==> config.mk <==
export PLATFORM = sky130hd
export DESIGN_NAME = seq_divider
export DESIGN_NICKNAME = d
export VERILOG_FILES = /design/src/rtl/div_pkg.sv /design/src/rtl/div_sub_stage.sv /design/src/rtl/seq_divider.sv
export SDC_FILE = /design/constraint.sdc
export NUM_CORES = 1
export LEC_CHECK = 0
export CAP_MARGIN = 25
export CORE_MARGIN = 1
export CORE_UTILIZATION = 47
export DETAILED_ROUTE_END_ITERATION = 6
export PLACE_DENSITY = 0.73
export SLEW_MARGIN = 20
export SYNTH_ARGS = -nofsm -noshare
export SYNTH_HDL_FRONTEND = slang
export SYNTH_SLANG_ARGS = --single-unit
==> constraint.sdc <==
create_clock -name clk -period 4.27 [get_ports clk]
set_input_delay 0.854 -clock clk [delete_from_list [all_inputs] [get_ports clk]]
set_output_delay 0.854 -clock clk [all_outputs]
set_load 0.02 [all_outputs]
==> src/rtl/div_pkg.sv <==
// Shared definitions for the sequential divider: FSM state encoding and
// the iteration-counter width helper.
package div_pkg;

    // Divider control states
    typedef enum logic [1:0] {
        IDLE = 2'd0,
        RUN  = 2'd1,
        DONE = 2'd2
    } state_t;

    // Counter width for the default operand width; other widths use cnt_bits()
    localparam int DIV_WIDTH_DEFAULT = 8;
    localparam int DIV_CNT_W         = $clog2(DIV_WIDTH_DEFAULT + 1);

    // Bits needed to count 0..width
    function automatic int cnt_bits(input int width);
        return $clog2(width + 1);
    endfunction

endpackage

==> src/rtl/div_sub_stage.sv <==
// Trial-subtraction stage: N-bit ripple subtractor a - b built from full-adder
// cells with the subtrahend inverted and carry-in tied to 1. borrow is high
// when b > a (no carry out of the top cell).
module div_sub_stage #(
    parameter int N = 9
) (
    input  logic [N-1:0] a,
    input  logic [N-1:0] b,
    output logic [N-1:0] diff,
    output logic         borrow
);

    logic [N:0]   carry;
    logic [N-1:0] b_inv;

    assign carry[0] = 1'b1;
    assign b_inv    = ~b;

    // One full-adder cell per bit
    for (genvar i = 0; i < N; i++) begin : g_fa
        assign diff[i]    = a[i] ^ b_inv[i] ^ carry[i];
        assign carry[i+1] = (a[i] & b_inv[i]) | (a[i] & carry[i]) | (b_inv[i] & carry[i]);
    end

    assign borrow = ~carry[N];

endmodule

==> src/rtl/seq_divider.sv <==
// Multi-cycle restoring shift-subtract divider, one quotient bit per clock.
// Optional macro SIGNED_DIV_EN: two's-complement operands, magnitudes divided
// and signs restored on the final iteration edge.
// Handshake: start is sampled only while ready is high (IDLE or DONE); an
// accepted start latches the operands. done is a one-cycle strobe; results
// stay valid and stable until the next accepted start.
module seq_divider
    import div_pkg::*;
#(
    parameter int WIDTH = 8
) (
    input  logic             clk,
    input  logic             rst_n,
    input  logic             start,
    input  logic [WIDTH-1:0] dividend,
    input  logic [WIDTH-1:0] divisor,
    output logic             ready,
    output logic             busy,
    output logic             done,
    output logic [WIDTH-1:0] quotient,
    output logic [WIDTH-1:0] remainder,
    output logic             div_by_zero,
    output state_t           dbg_state
);

    localparam int             CW   = cnt_bits(WIDTH);
    localparam logic [CW-1:0]  LAST = CW'(WIDTH - 1);

    state_t           state, state_next;
    logic             accept;
    logic             div_zero_in;
    logic             last_iter;
    logic [CW-1:0]    cnt;
    logic [WIDTH-1:0] dvs;
    logic [WIDTH-1:0] q_sr;
    logic [WIDTH:0]   r_sr;
    logic [WIDTH:0]   r_shift;
    logic [WIDTH:0]   r_next;
    logic [WIDTH-1:0] q_next;
    logic [WIDTH:0]   trial;
    logic             borrow;
    logic [WIDTH-1:0] mag_a;
    logic [WIDTH-1:0] mag_b;
    logic [WIDTH-1:0] q_final;
    logic [WIDTH-1:0] r_final;
    logic             unused_r_msb;

    assign div_zero_in = (divisor == '0);
    assign last_iter   = (state == RUN) && (cnt == LAST);
    assign dbg_state   = state;

`ifdef SIGNED_DIV_EN
    logic neg_q;
    logic neg_r;
    assign mag_a   = dividend[WIDTH-1] ? (~dividend + WIDTH'(1)) : dividend;
    assign mag_b   = divisor[WIDTH-1]  ? (~divisor  + WIDTH'(1)) : divisor;
    assign q_final = neg_q ? (~q_next + WIDTH'(1)) : q_next;
    assign r_final = neg_r ? (~r_next[WIDTH-1:0] + WIDTH'(1)) : r_next[WIDTH-1:0];
`else
    assign mag_a   = dividend;
    assign mag_b   = divisor;
    assign q_final = q_next;
    assign r_final = r_next[WIDTH-1:0];
`endif

    // Shift the next dividend bit into the partial remainder and try a subtract
    assign r_shift = {r_sr[WIDTH-1:0], q_sr[WIDTH-1]};

    div_sub_stage #(.N(WIDTH + 1)) u_sub (
        .a      (r_shift),
        .b      ({1'b0, dvs}),
        .diff   (trial),
        .borrow (borrow)
    );

    assign r_next = borrow ? r_shift : trial;
    assign q_next = {q_sr[WIDTH-2:0], ~borrow};

    // Stored remainder never exceeds the divisor, so its top bit is not read back
    assign unused_r_msb = r_sr[WIDTH];

    // State register
    always_ff @(posedge clk or negedge rst_n) begin
        if (!rst_n) state <= IDLE;
        else        state <= state_next;
    end

    // Next-state logic and status outputs
    always_comb begin
        state_next = state;
        accept     = 1'b0;
        ready      = 1'b0;
        busy       = 1'b0;
        done       = 1'b0;
        case (state)
            IDLE: begin
                ready = 1'b1;
                if (start) begin
                    accept     = 1'b1;
                    state_next = div_zero_in ? DONE : RUN;
                end
            end
            RUN: begin
                busy = 1'b1;
                if (cnt == LAST) state_next = DONE;
            end
            DONE: begin
                ready = 1'b1;
                done  = 1'b1;
                if (start) begin
                    accept     = 1'b1;
                    state_next = div_zero_in ? DONE : RUN;
                end else begin
                    state_next = IDLE;
                end
            end
            default: state_next = IDLE;
        endcase
    end

    // Iteration datapath and held result registers
    always_ff @(posedge clk or negedge rst_n) begin
        if (!rst_n) begin
            cnt         <= '0;
            dvs         <= '0;
            q_sr        <= '0;
            r_sr        <= '0;
            quotient    <= '0;
            remainder   <= '0;
            div_by_zero <= 1'b0;
        end else if (accept) begin
            cnt  <= '0;
            dvs  <= mag_b;
            q_sr <= mag_a;
            r_sr <= '0;
            if (div_zero_in) begin
                quotient    <= '1;
                remainder   <= dividend;
                div_by_zero <= 1'b1;
            end
        end else if (state == RUN) begin
            cnt  <= cnt + CW'(1);
            q_sr <= q_next;
            r_sr <= r_next;
            if (last_iter) begin
                quotient    <= q_final;
                remainder   <= r_final;
                div_by_zero <= 1'b0;
            end
        end
    end

`ifdef SIGNED_DIV_EN
    // Result signs captured with the operands
    always_ff @(posedge clk or negedge rst_n) begin
        if (!rst_n) begin
            neg_q <= 1'b0;
            neg_r <= 1'b0;
        end else if (accept) begin
            neg_q <= dividend[WIDTH-1] ^ divisor[WIDTH-1];
            neg_r <= dividend[WIDTH-1];
        end
    end
`endif

endmodule

* Yosys cells after proc, flatten, opt, wreduce, memory -nomap -nowiden
Index checks and enable logic that the tools add are counted.
** Operators by class
- $add $sub $neg :: 1
- Multipliers :: 0
- Divide/modulo/power cells :: 0
- Order comparisons :: 0
- Eq/ne operators :: 6
- Shifts and indexed selects :: 0
- Multiplexer cells :: 29
- Bitwise gates (word level) :: 60
- Reductions and logical operators :: 8
** Operators by type and width (number)
- 2-to-1 mux 8 bit :: 13
- AND 1 bit :: 25
- bitwise OR 1 bit :: 18
- bitwise XOR 1 bit :: 15
- 2-to-1 mux 1 bit :: 9
- inverter 8 -> 9 bit :: 1
- zero test 8 bit :: 1
- 2-to-1 mux 2 bit :: 4
- 2-to-1 mux 4 bit :: 2
- one-hot mux 2 bit (3 select lines) :: 1
- adder 4 x 1 -> 4 bit (second input constant) :: 1
- == test 4 x 3 -> 1 bit (second input constant) :: 1
- != test 2 x 1 -> 1 bit (second input constant) :: 2
- nonzero test 2 bit :: 2
- AND reduction 3 bit :: 1
- == test 2 x 1 -> 1 bit (second input constant) :: 1
- == test 2 bit (second input constant) :: 1
- zero test 2 bit :: 1
- != test 2 bit (second input constant) :: 1
- AND reduction 2 bit :: 1
- OR reduction 2 bit :: 1
- logical AND 1 bit :: 1
- inverter 1 bit :: 1
** Storage, ports and cells
- Register bits after elaboration :: 47
- Latch bits :: 0
- Memory bits (writable) :: 0
- Bits in read-only memories :: 0
- Bits of input ports :: 19
- Word-level logic and storage cells :: 112
- Memories :: 0

* Depth between registers and ports, before layout
Gate-level depths: netlist of the first run.
- Word-level depth :: 32
- Gate-level depth with buffers :: 15

* By module
Synthesis of the first run repeated with hierarchy kept, for this count alone.
** Unflattened totals
- Cells, all modules :: 231
- Area, all modules :: 2321.0 um^2
** By module, submodules not included
- seq_divider :: instances 1, cells each 204, area an instance 2080.7 um^2, seq. area each 1176.1 um^2
- div_sub_stage :: instances 1, cells each 27, area an instance 240.2 um^2, seq. area each 0.0 um^2

* Worst setup path after synthesis of the first run
OpenSTA, ideal clock, no wires.
- Kind :: flip-flop to flip-flop
- Start point :: register dvs[0]
- End point :: register remainder[7]
- Arrival :: 3.911 ns
- Required time :: 4.145 ns
- Slack :: 0.234 ns
- Stages on the path, launching flop included :: 15
- Buffers on the path :: 1
- Path through :: dfrtp_1 ha_1 fa_1 fa_1 fa_1 fa_1 fa_1 fa_1 inv_1 fa_1 or2_1 buf_2 mux2i_1 o21ai_0 mux2_2
** On the way
- Cells in the longest elaborated chain, start to end :: 32
- Elaborated cells between the ends (all ways) :: 41
- Those cells by class :: 4 x mux; 37 x bitwise
** Ends and longest elaborated chain
- from (decl) :: RTL line seq_divider.sv:34 : logic [WIDTH-1:0] dvs;
- from (signal assigned) :: RTL line seq_divider.sv:133 : dvs <= mag_b;
- inverter 8 -> 9 bit (*) :: RTL line div_sub_stage.sv:17 : assign b_inv = ~b;
- AND 1 bit :: RTL line div_sub_stage.sv:22 : assign carry[i+1] = (a[i] & b_inv[i]) | (a[i] & carry[i]) | (b_inv[i] & carry[i]);
- bitwise OR 1 bit :: RTL line div_sub_stage.sv:22
- bitwise OR 1 bit (*) :: RTL line div_sub_stage.sv:22
- AND 1 bit :: RTL line div_sub_stage.sv:22
- bitwise OR 1 bit :: RTL line div_sub_stage.sv:22
- bitwise OR 1 bit (*) :: RTL line div_sub_stage.sv:22
- AND 1 bit :: RTL line div_sub_stage.sv:22
- [... 14 more ...]
- AND 1 bit :: RTL line div_sub_stage.sv:22
- bitwise OR 1 bit (2 in a row) :: RTL line div_sub_stage.sv:22
- AND 1 bit :: RTL line div_sub_stage.sv:22
- bitwise OR 1 bit (2 in a row) :: RTL line div_sub_stage.sv:22
- 2-to-1 mux 8 bit (*) :: RTL line seq_divider.sv:76 : assign r_next = borrow ? r_shift : trial;
- 2-to-1 mux 8 bit (*) :: RTL line seq_divider.sv:145 : if (last_iter) begin
- 2-to-1 mux 8 bit (*) :: RTL line seq_divider.sv:141 : end else if (state == RUN) begin
- 2-to-1 mux 8 bit (*) :: RTL line seq_divider.sv:131 : end else if (accept) begin
- to (signal assigned) :: RTL line seq_divider.sv:138 : remainder <= dividend;
- to (signal assigned) :: RTL line seq_divider.sv:147 : remainder <= r_final;
- to (decl) :: RTL line seq_divider.sv:21 : output logic [WIDTH-1:0] remainder,
Every way passes the cells marked *; elsewhere a longest branch is shown, timed or not. The select of a mux whose other input is x is not followed.
A chain may end at the register's enable or synchronous reset.

* Final worst setup path of the first run
Ends and elaborated chain as after synthesis.

==> reports/qor.yml, run 1 <==
nets: 284
violations: "design-rule violations"
cts_setup_buffers: 0
synth_cell_types: 35
final_cells: 309
yosys.area_share.simple: 0.149
nFillCells: 388
period_needed_ns: 4.06
cts_resized: 0
diodes: 0
crit_chain: "ha_1 -> fa_1 -> fa_1 -> fa_1 -> fa_1 -> fa_1 -> fa_1 -> inv_1 -> fa_1 -> mux2i_1 -> o21ai_0 -> mux2_2"
max_clock_freq_mhz: 246
grt_setup_unrepaired: "false"
clk_path_buf_depth: 2
ant_nets: 0
setup_tns_ns: 0
dp.final_hpwl_um: 3310
route.detailed.wl_per_inst_um: 15.1
hp-start: "div_by_zero$_DFFE_PN0P_"
clock_latency_ns: 0.31
io_buffers: 40
die_w_um: 71.1
final_area_mm2: 0.00278
coreArea_mm2: 0.00447
cts_sinks: 47
synth_compound_area_frac: 0.139
clock-root-buffer: "clkbuf_8"
drv_slew: 0
power_uw: 2430
grt_max_degree: 48
power_density_mw_per_mm2: 876
grt_pass1_vias: 1656
synthCells: 216
drt-initial-drc-count: 126
post_dp_cell_area_mm2: 0.00268
yosys.area_share.adder: 0.0735
cp-end-kind: "flip-flop"
worstPathRequired_ns: 4.47
routabilityCongestion: 0.804
htree_levels: 2
syn_avg_cell_area_um2: 10.4
final_common_cell: "nand2_1"
grt_overflow: 0
wirelength_um: 4670
syn_nets: 244
die_h_um: 71.1
utilization: 0.621
rr_startpoint: "dvs[0]$_DFFE_PN0P_"
start_util: 0.502
drv_cap: 0
final_cell_mix: "nand2_1 (48), dfrtp_1 (47), clkdlybuf4s50_1 (39)"
status: "finished with violations"
cp_slowest_cell: "fa_1"
cpPeakStageDelay_ns: 0.46
antenna_found_initial: 0
setup_violations: 0
crit_type: "reg2reg"
cts_buffers: 5
synth_warnings: 0
cts_tree: "yes"
critPathMostFrequentCell: "fa_1"
dp_cells: 301
maxSlewHeadroom: 0.506
drt-pass1-iter-count: 7
ys_seq_area_frac: 0.523
dr_total_vias: 1676
synth_seq_cells: 47
hp-class: "reg2reg"
cts_hold_buf: 0
crit_path_end: "remainder[7]$_DFFE_PN0P_"
syn-cell-area_mm2: 0.00225
drcViolationCount: 3
core.rowCount: 24
synth_top_family_by_area: "simple AND/OR/NAND/NOR gates"
skew_ns: 0.00575
grt_pass1_wl_um: 8060
startpoint_type: "flip-flop"
r2r_end: "remainder[7]$_DFFE_PN0P_"
crit_arrival_ns: 4.26
area_growth_pct: 23.7
path_clk_slew_ns: 0.08
vias_per_cell: 5.42
drive_gt1_frac: 0.144
grt.total_usage: 0.211
startpoint: "dvs[0]$_DFFE_PN0P_"
ir_drop_uv: 351
synth_mux_area_frac: 0.0663
period_share: 0.951
rr_worst_depth: 12
leakage_uw: 0.00122
dieArea_mm2: 0.00506
crit_fanout: 3
rrSetupSlack_ns: 0.21
crit_family: "adder cells"
cp.depth: 12
crit_buf_inv: 1
synth_xor_area_frac: 0.00390
ios: 41
tightestPinTransition_ns: 0.741
hold_viol_final: 0
-- worst min-delay path by stage --
| stage | to | slack, ns | cells past startpoint |
|---|---|---|---|
| CTS | div_by_zero$_DFFE_PN0P_ | 0.49 | 2 |
| detailed placement | div_by_zero$_DFFE_PN0P_ | 0.48 | 2 |
| global placement | div_by_zero$_DFFE_PN0P_ | 0.47 | 2 |
| floorplan | cnt[3]$_DFFE_PN0P_ | 0.45 | 1 |
| global route | quotient[6]$_DFFE_PN0P_ | 0.51 | 1 |
| finish | div_by_zero$_DFFE_PN0P_ | 0.49 | 2 |
-- final cells by class --
class	instances	area, µm²	area share
Tap cell	52	65.1	0.0234
Inverter	12	45.0	0.0162
Clock buffer	8	100	0.0360
Multi-Input combinational cell	147	973	0.350
Sequential cell	47	1180	0.423
Timing Repair Buffer	43	420	0.151
-- synthesized netlist by cell type (all sizes together) --
master / number / area [µm²]
a211oi: 3 / 22.5
a21oi: 4 / 20.0
a22o: 1 / 8.76
a22oi: 3 / 22.5
and3b: 1 / 8.76
buf: 8 / 48.8
clkbuf: 2 / 8.75
dfrtp: 47 / 1180
fa: 7 / 140
ha: 2 / 25.0
inv: 12 / 45.0
mux2: 12 / 139
mux2i: 1 / 10.0
nand2: 49 / 186
nand2b: 2 / 15.0
nand3: 5 / 25.0
nand4: 1 / 6.26
nor2: 13 / 48.8
nor2b: 2 / 12.5
nor4: 2 / 25.0
o21ai: 28 / 151
o22a: 8 / 77.6
o311ai: 1 / 8.76
or2: 1 / 6.26
xnor2: 1 / 8.76
-- per-stage QoR --
stage	worst slack, ns	hold slack [ns]
floorplan	0.234	0.450
global placement	0.271	0.467
detailed placement	0.198	0.475
CTS	0.171	0.494
global route	0.0105	0.508
finish	0.211	0.488
-- tightest hold or removal path: cells and delay by family, from the launching register on --
family / cells / cell delay (ns)
flops: 1 / 0.35
compound gates: 1 / 0.06
simple gates: 1 / 0.05
-- power breakdown --
group	switching, µW	internal (µW)
sequential	161	672
clock	146	148
combinational	690	618
-- routing by layer --
layer  part of all wire  track usage  up-vias  wire, µm
li1                   -            -      811         -
met1               0.46        0.304      809      2160
met2               0.47        0.317       50      2200
met3              0.053       0.0484        6       246
met4              0.014       0.0733        0        65
met5                  0            0        -         0
-- flip-flops by register name (all words and copies together), names as in the netlist --
name	flops
dvs	8
q_sr	8
quotient	8
r_sr	8
remainder	8
cnt	4
dbg_state	2
div_by_zero	1
-- cells by family after synthesis --
family | after synthesis
AND/OR/NAND/NOR | 76
AO/OA/AOI/OAI | 48
flip-flops | 47
buffers and inverters | 22
multiplexers | 13
adder cells (fa/ha/maj) | 9
XOR/XNOR | 1
Note: power is estimated with default switching activity, not from simulation.
==> run 2: changes to the inputs <==
Settings changed: CORE_UTILIZATION 47 to 49, CTS_BUF_LIST set to sky130_fd_sc_hd__clkbuf_8, PLACE_DENSITY 0.73 to 0.75.
==> run 2 against run 1 <==
The run now ends clean. Flip-flop and latch count stayed put. Wire length rose by 2.6%. Fmax shrank 0.81%. Worst setup slack got worse by 0.033 ns. Sequential share of layout area down 0.23 points. Clock skew increased by 0.0016 ns. Non-clock buffer count up 3. Cell count rose by 0.65%. Core utilization is 1.6 points higher. Clock power down 7.1%. Clock-buffer cell count is 2 lower. Largest power group unchanged.
==> reports/qor.yml, run 2 (synthesis gave the netlist of run 1 again) <==
cts_hold_buf: 0
clk_path_buf_depth: 2
path_clk_slew_ns: 0.09
die_h_um: 69.7
hp-start: "quotient[7]$_DFFE_PN0P_"
antenna_found_initial: 0
worstHoldEndpoint: "quotient[7]$_DFFE_PN0P_"
drv_cap: 0
hold-path-cell-count: 1
cts_buffers: 5
htree_levels: 2
dr_total_vias: 1716
crit_arrival_ns: 4.28
grt.total_usage: 0.222
startpoint: "dvs[0]$_DFFE_PN0P_"
hold_viol_final: 0
die_w_um: 69.7
drt-pass1-iter-count: 4
rr_startpoint: "dvs[0]$_DFFE_PN0P_"
power_density_mw_per_mm2: 890
rrSetupSlack_ns: 0.18
setup_tns_ns: 0
seqCellArea_mm2: 0.00118
ios: 41
routabilityCongestion: 0.800
clock-root-buffer: "clkbuf_8"
power_uw: 2490
period_needed_ns: 4.09
clock_latency_ns: 0.30
rr_worst_depth: 14
setup_violations: 0
diodes: 0
leakage_uw: 0.00122
final_cell_mix: "nand2_1 (48), dfrtp_1 (47), clkdlybuf4s50_1 (39)"
drv_slew: 0
cts_sinks: 47
grt_overflow: 0
drt-initial-drc-count: 165
worstPathRequired_ns: 4.46
area_growth_pct: 24.4
wirelength_um: 4790
max_clock_freq_mhz: 244
startpoint_type: "flip-flop"
crit_type: "reg2reg"
ir_drop_uv: 360
dp.final_hpwl_um: 3320
nFillCells: 387
coreArea_mm2: 0.00438
vias_per_cell: 5.52
period_share: 0.958
skew_ns: 0.00739
final_common_cell: "nand2_1"
drcViolationCount: 0
multiInputGateArea_um2: 981
start_util: 0.513
grt_pass1_wl_um: 8280
dieArea_mm2: 0.00486
core.rowCount: 24
r2r_end: "remainder[5]$_DFFE_PN0P_"
grt_pass1_vias: 1676
tightestPinTransition_ns: 0.676
maxSlewHeadroom: 0.548
hp-class: "reg2reg"
io_buffers: 40
crit_fanout: 4
route.detailed.wl_per_inst_um: 15.4
grt_setup_unrepaired: "false"
drive_gt1_frac: 0.166
cp-end-kind: "flip-flop"
cts_tree: "yes"
status: "finished clean"
nets: 287
ant_nets: 0
grt_max_degree: 48
## run 2: changes by cell type in the layout (fill, tap and decap cells not counted), moves of 2 or more
cell / change
o21ai_0: -2
fa_2: +3
buf_4: +2
o21ai_1: +2
fa_1: -3
## run 2: cell type report
class                   count  area share
clock buffers               6      0.0295
clock inverters             1     0.00179
inverters                  12      0.0161
multi-input cells         147       0.351
flip-flops and latches     47       0.421
well taps                  52      0.0233
repair buffers             46       0.158
## run 2: power breakdown
part	internal, µW	switching, µW	leakage (µW)
logic	662	720	0.000624
clock network	127	146	0.0000470
registers	671	163	0.000553
## run 2: worst max path at each step
stage / to / depth (start not counted)
final: remainder[5]$_DFFE_PN0P_ / 14
after global routing: remainder[2]$_DFFE_PN0P_ / 14
after CTS: remainder[6]$_DFFE_PN0P_ / 14
after detailed placement: remainder[6]$_DFFE_PN0P_ / 14
after global placement: remainder[7]$_DFFE_PN0P_ / 13
after floorplan: remainder[7]$_DFFE_PN0P_ / 14
## run 2: timing repair
item,in CTS,in global routing
setup buffers,0,4
endpoints found under the setup margin,1,15
pin swaps,0,2
resized for setup,1,6
## run 2: layer usage
layer | track usage | up-vias | share of wire
met5 | 0 | - | 0
met2 | 0.339 | 55 | 0.46
met1 | 0.312 | 841 | 0.47
met4 | 0.0733 | 0 | 0.015
met3 | 0.0567 | 9 | 0.051
li1 | - | 811 | -
## run 2: through the flow
step | area, µm² | instances | setup WS [ns] | hold WS (ns) | utilization
global route | 2800 | 311 | 0.00431 | 0.521 | 0.638
detailed placement | 2670 | 300 | 0.0330 | 0.472 | 0.608
finish | 2800 | 311 | 0.178 | 0.493 | 0.638
floorplan | 2250 | 216 | 0.234 | 0.450 | -
global placement | 2670 | 300 | 0.196 | 0.469 | 0.608
CTS | 2760 | 307 | 0.0338 | 0.496 | 0.629
## run 2: critical path: stages, from the launching register on
cell and delay (ns):
dfrtp_1 0.39, ha_1 0.21, fa_1 0.38, fa_2 0.36, fa_1 0.38, fa_1 0.40, fa_2 0.35, fa_1 0.37
inv_1 0.10, fa_2 0.26, clkbuf_2 0.16, o21ai_0 0.10, o21ai_1 0.13, a21oi_1 0.09, mux2_2 0.28
==> run 3: changes to the inputs <==
Settings changed: MAX_ROUTING_LAYER set to met4.
==> run 3 against run 2 <==
Largest power group unchanged. Wire length shrank 0.10%. Via count unchanged. Flip-flop and latch count did not move. Cell count is the same. Register-to-register slack is essentially flat. Sequential power about the same. Critical path depth unchanged. Clock skew hardly changed.
==> reports/qor.yml, run 3 (synthesis gave the netlist of run 1 again) <==
antenna_found_initial: 0
post_dp_cell_area_mm2: 0.00267
critPathMostFrequentCell: "fa_1"
dieArea_mm2: 0.00486
hold-path-cell-count: 1
ir_drop_uv: 360
ios: 41
rrSetupSlack_ns: 0.18
vias_per_cell: 5.52
crit_fanout: 4
drt-initial-drc-count: 174
drv_cap: 0
drt-pass1-iter-count: 4
diodes: 0
clk_path_buf_depth: 2
pwr-share-comb: 0.555
die_h_um: 69.7
final_area_mm2: 0.00280
htree_levels: 2
period_needed_ns: 4.09
coreArea_mm2: 0.00438
hp-start: "quotient[7]$_DFFE_PN0P_"
wirelength_um: 4790
r2r_end: "remainder[5]$_DFFE_PN0P_"
grt_max_degree: 48
p_int_uw: 1460
setup_violations: 0
use_met1: 0.312
core.rowCount: 24
nets: 287
final_common_cell: "nand2_1"
drv_slew: 0
start_util: 0.513
worstHoldEndpoint: "quotient[7]$_DFFE_PN0P_"
grt.total_usage: 0.229
clock-root-buffer: "clkbuf_8"
nFillCells: 387
period_share: 0.958
die_w_um: 69.7
cts_buffers: 5
p_sw_frac: 0.413
leakage_uw: 0.00122
cpPeakStageDelay_ns: 0.40
crit_chain: "ha_1 -> fa_1 -> fa_2 -> fa_1 -> fa_1 -> fa_2 -> fa_1 -> inv_1 -> fa_2 -> clkbuf_2 -> o21ai_0 -> o21ai_1 -> a21oi_1 -> mux2_2"
grt_pass1_wl_um: 8290
maxSlewHeadroom: 0.548
seqPwrFrac: 0.335
place_ws_ns: 0.0330
grt_overflow: 0
startpoint_type: "flip-flop"
crit_type: "reg2reg"
dp.final_hpwl_um: 3320
crit_arrival_ns: 4.28
drcViolationCount: 0
ant_nets: 0
route.detailed.wl_per_inst_um: 15.4
skew_ns: 0.00750
grt_use_met3: 0.0567
fin_ws_ns: 0.178
power_density_mw_per_mm2: 890
grt.busiest_layer: "met2"
path_clk_slew_ns: 0.09
grt_setup_unrepaired: "false"
area_growth_pct: 24.4
clock_latency_ns: 0.31
cp_slowest_cell: "fa_1"
status: "finished clean"
hold_viol_final: 0
setup_tns_ns: 0
switchingPower_uw: 1030
hp-class: "reg2reg"
rr_startpoint: "dvs[0]$_DFFE_PN0P_"
max_clock_freq_mhz: 244
grt_pass1_vias: 1674
dr_total_vias: 1716
met2_usage: 0.339
cp-end-kind: "flip-flop"
tightestPinTransition_ns: 0.676
worstPathRequired_ns: 4.46
cts_tree: "yes"
cts_sinks: 47
final_cell_mix: "nand2_1 (48), dfrtp_1 (47), clkdlybuf4s50_1 (39)"
rr_worst_depth: 14
cts_hold_buf: 0
pwr-share-clk: 0.110
routabilityCongestion: 0.812
drive_gt1_frac: 0.166
io_buffers: 40
## run 3: worst max path at each step
stage,startpoint,to,slack (ns),depth (start not counted)
2_1_floorplan,dvs[0]$_DFFE_PN0P_,remainder[7]$_DFFE_PN0P_,0.23,14
3_3_place_gp,dvs[0]$_DFFE_PN0P_,remainder[7]$_DFFE_PN0P_,0.20,13
3_5_place_dp,dvs[0]$_DFFE_PN0P_,remainder[6]$_DFFE_PN0P_,0.03,14
4_1_cts,dvs[0]$_DFFE_PN0P_,remainder[6]$_DFFE_PN0P_,0.03,14
5_1_grt,dvs[0]$_DFFE_PN0P_,remainder[2]$_DFFE_PN0P_,0.004,14
6_report,dvs[0]$_DFFE_PN0P_,remainder[5]$_DFFE_PN0P_,0.18,14
## run 3: power by group through the flow
stage | Sequential [µW] | Clock [µW] | Combinational (µW)
CTS | 831 | 277 | 1320
floorplan | 904 | 0 | 794
detailed placement | 839 | 0 | 1300
global route | 864 | 300 | 1550
finish | 834 | 273 | 1380
global placement | 835 | 0 | 1260
## run 3: critical path: cells and delay by family, from the launching register on
kind	cells	cell delay, ns
AO/OA/AOI/OAI	3	0.32
adder cells (fa/ha/maj)	8	2.71
multiplexers	1	0.28
buffers and inverters	2	0.26
flip-flops	1	0.39
## run 3: timing repair
| item | in CTS | in global routing |
|---|---|---|
| setup buffers | 0 | 4 |
| endpoints found under the setup margin | 1 | 15 |
| resized for setup | 1 | 6 |
| pin swaps | 0 | 2 |
## run 3: metal layers
| layer | vias to the layer above | wire [µm] |
|---|---|---|
| met5 | - | 0 |
| met4 | 0 | 74 |
| met3 | 9 | 241 |
| met2 | 55 | 2220 |
| met1 | 841 | 2250 |
| li1 | 811 | - |
## run 3: final cells by class
type / count / area, µm² / area share
tap: 52 / 65.1 / 0.0233
clock buffer: 6 / 82.6 / 0.0295
multi-input combinational: 147 / 981 / 0.351
inverter: 12 / 45.0 / 0.0161
sequential: 47 / 1180 / 0.421
clock inverter: 1 / 5.00 / 0.00179
timing repair buffer: 46 / 440 / 0.158
## run 3: stage by stage
step,cells,hold slack (ns),power [µW],util
floorplan,216,0.450,1700,-
global placement,300,0.469,2100,0.608
detailed placement,300,0.472,2140,0.608
CTS,307,0.496,2430,0.629
global route,311,0.521,2710,0.638
finish,311,0.493,2490,0.638
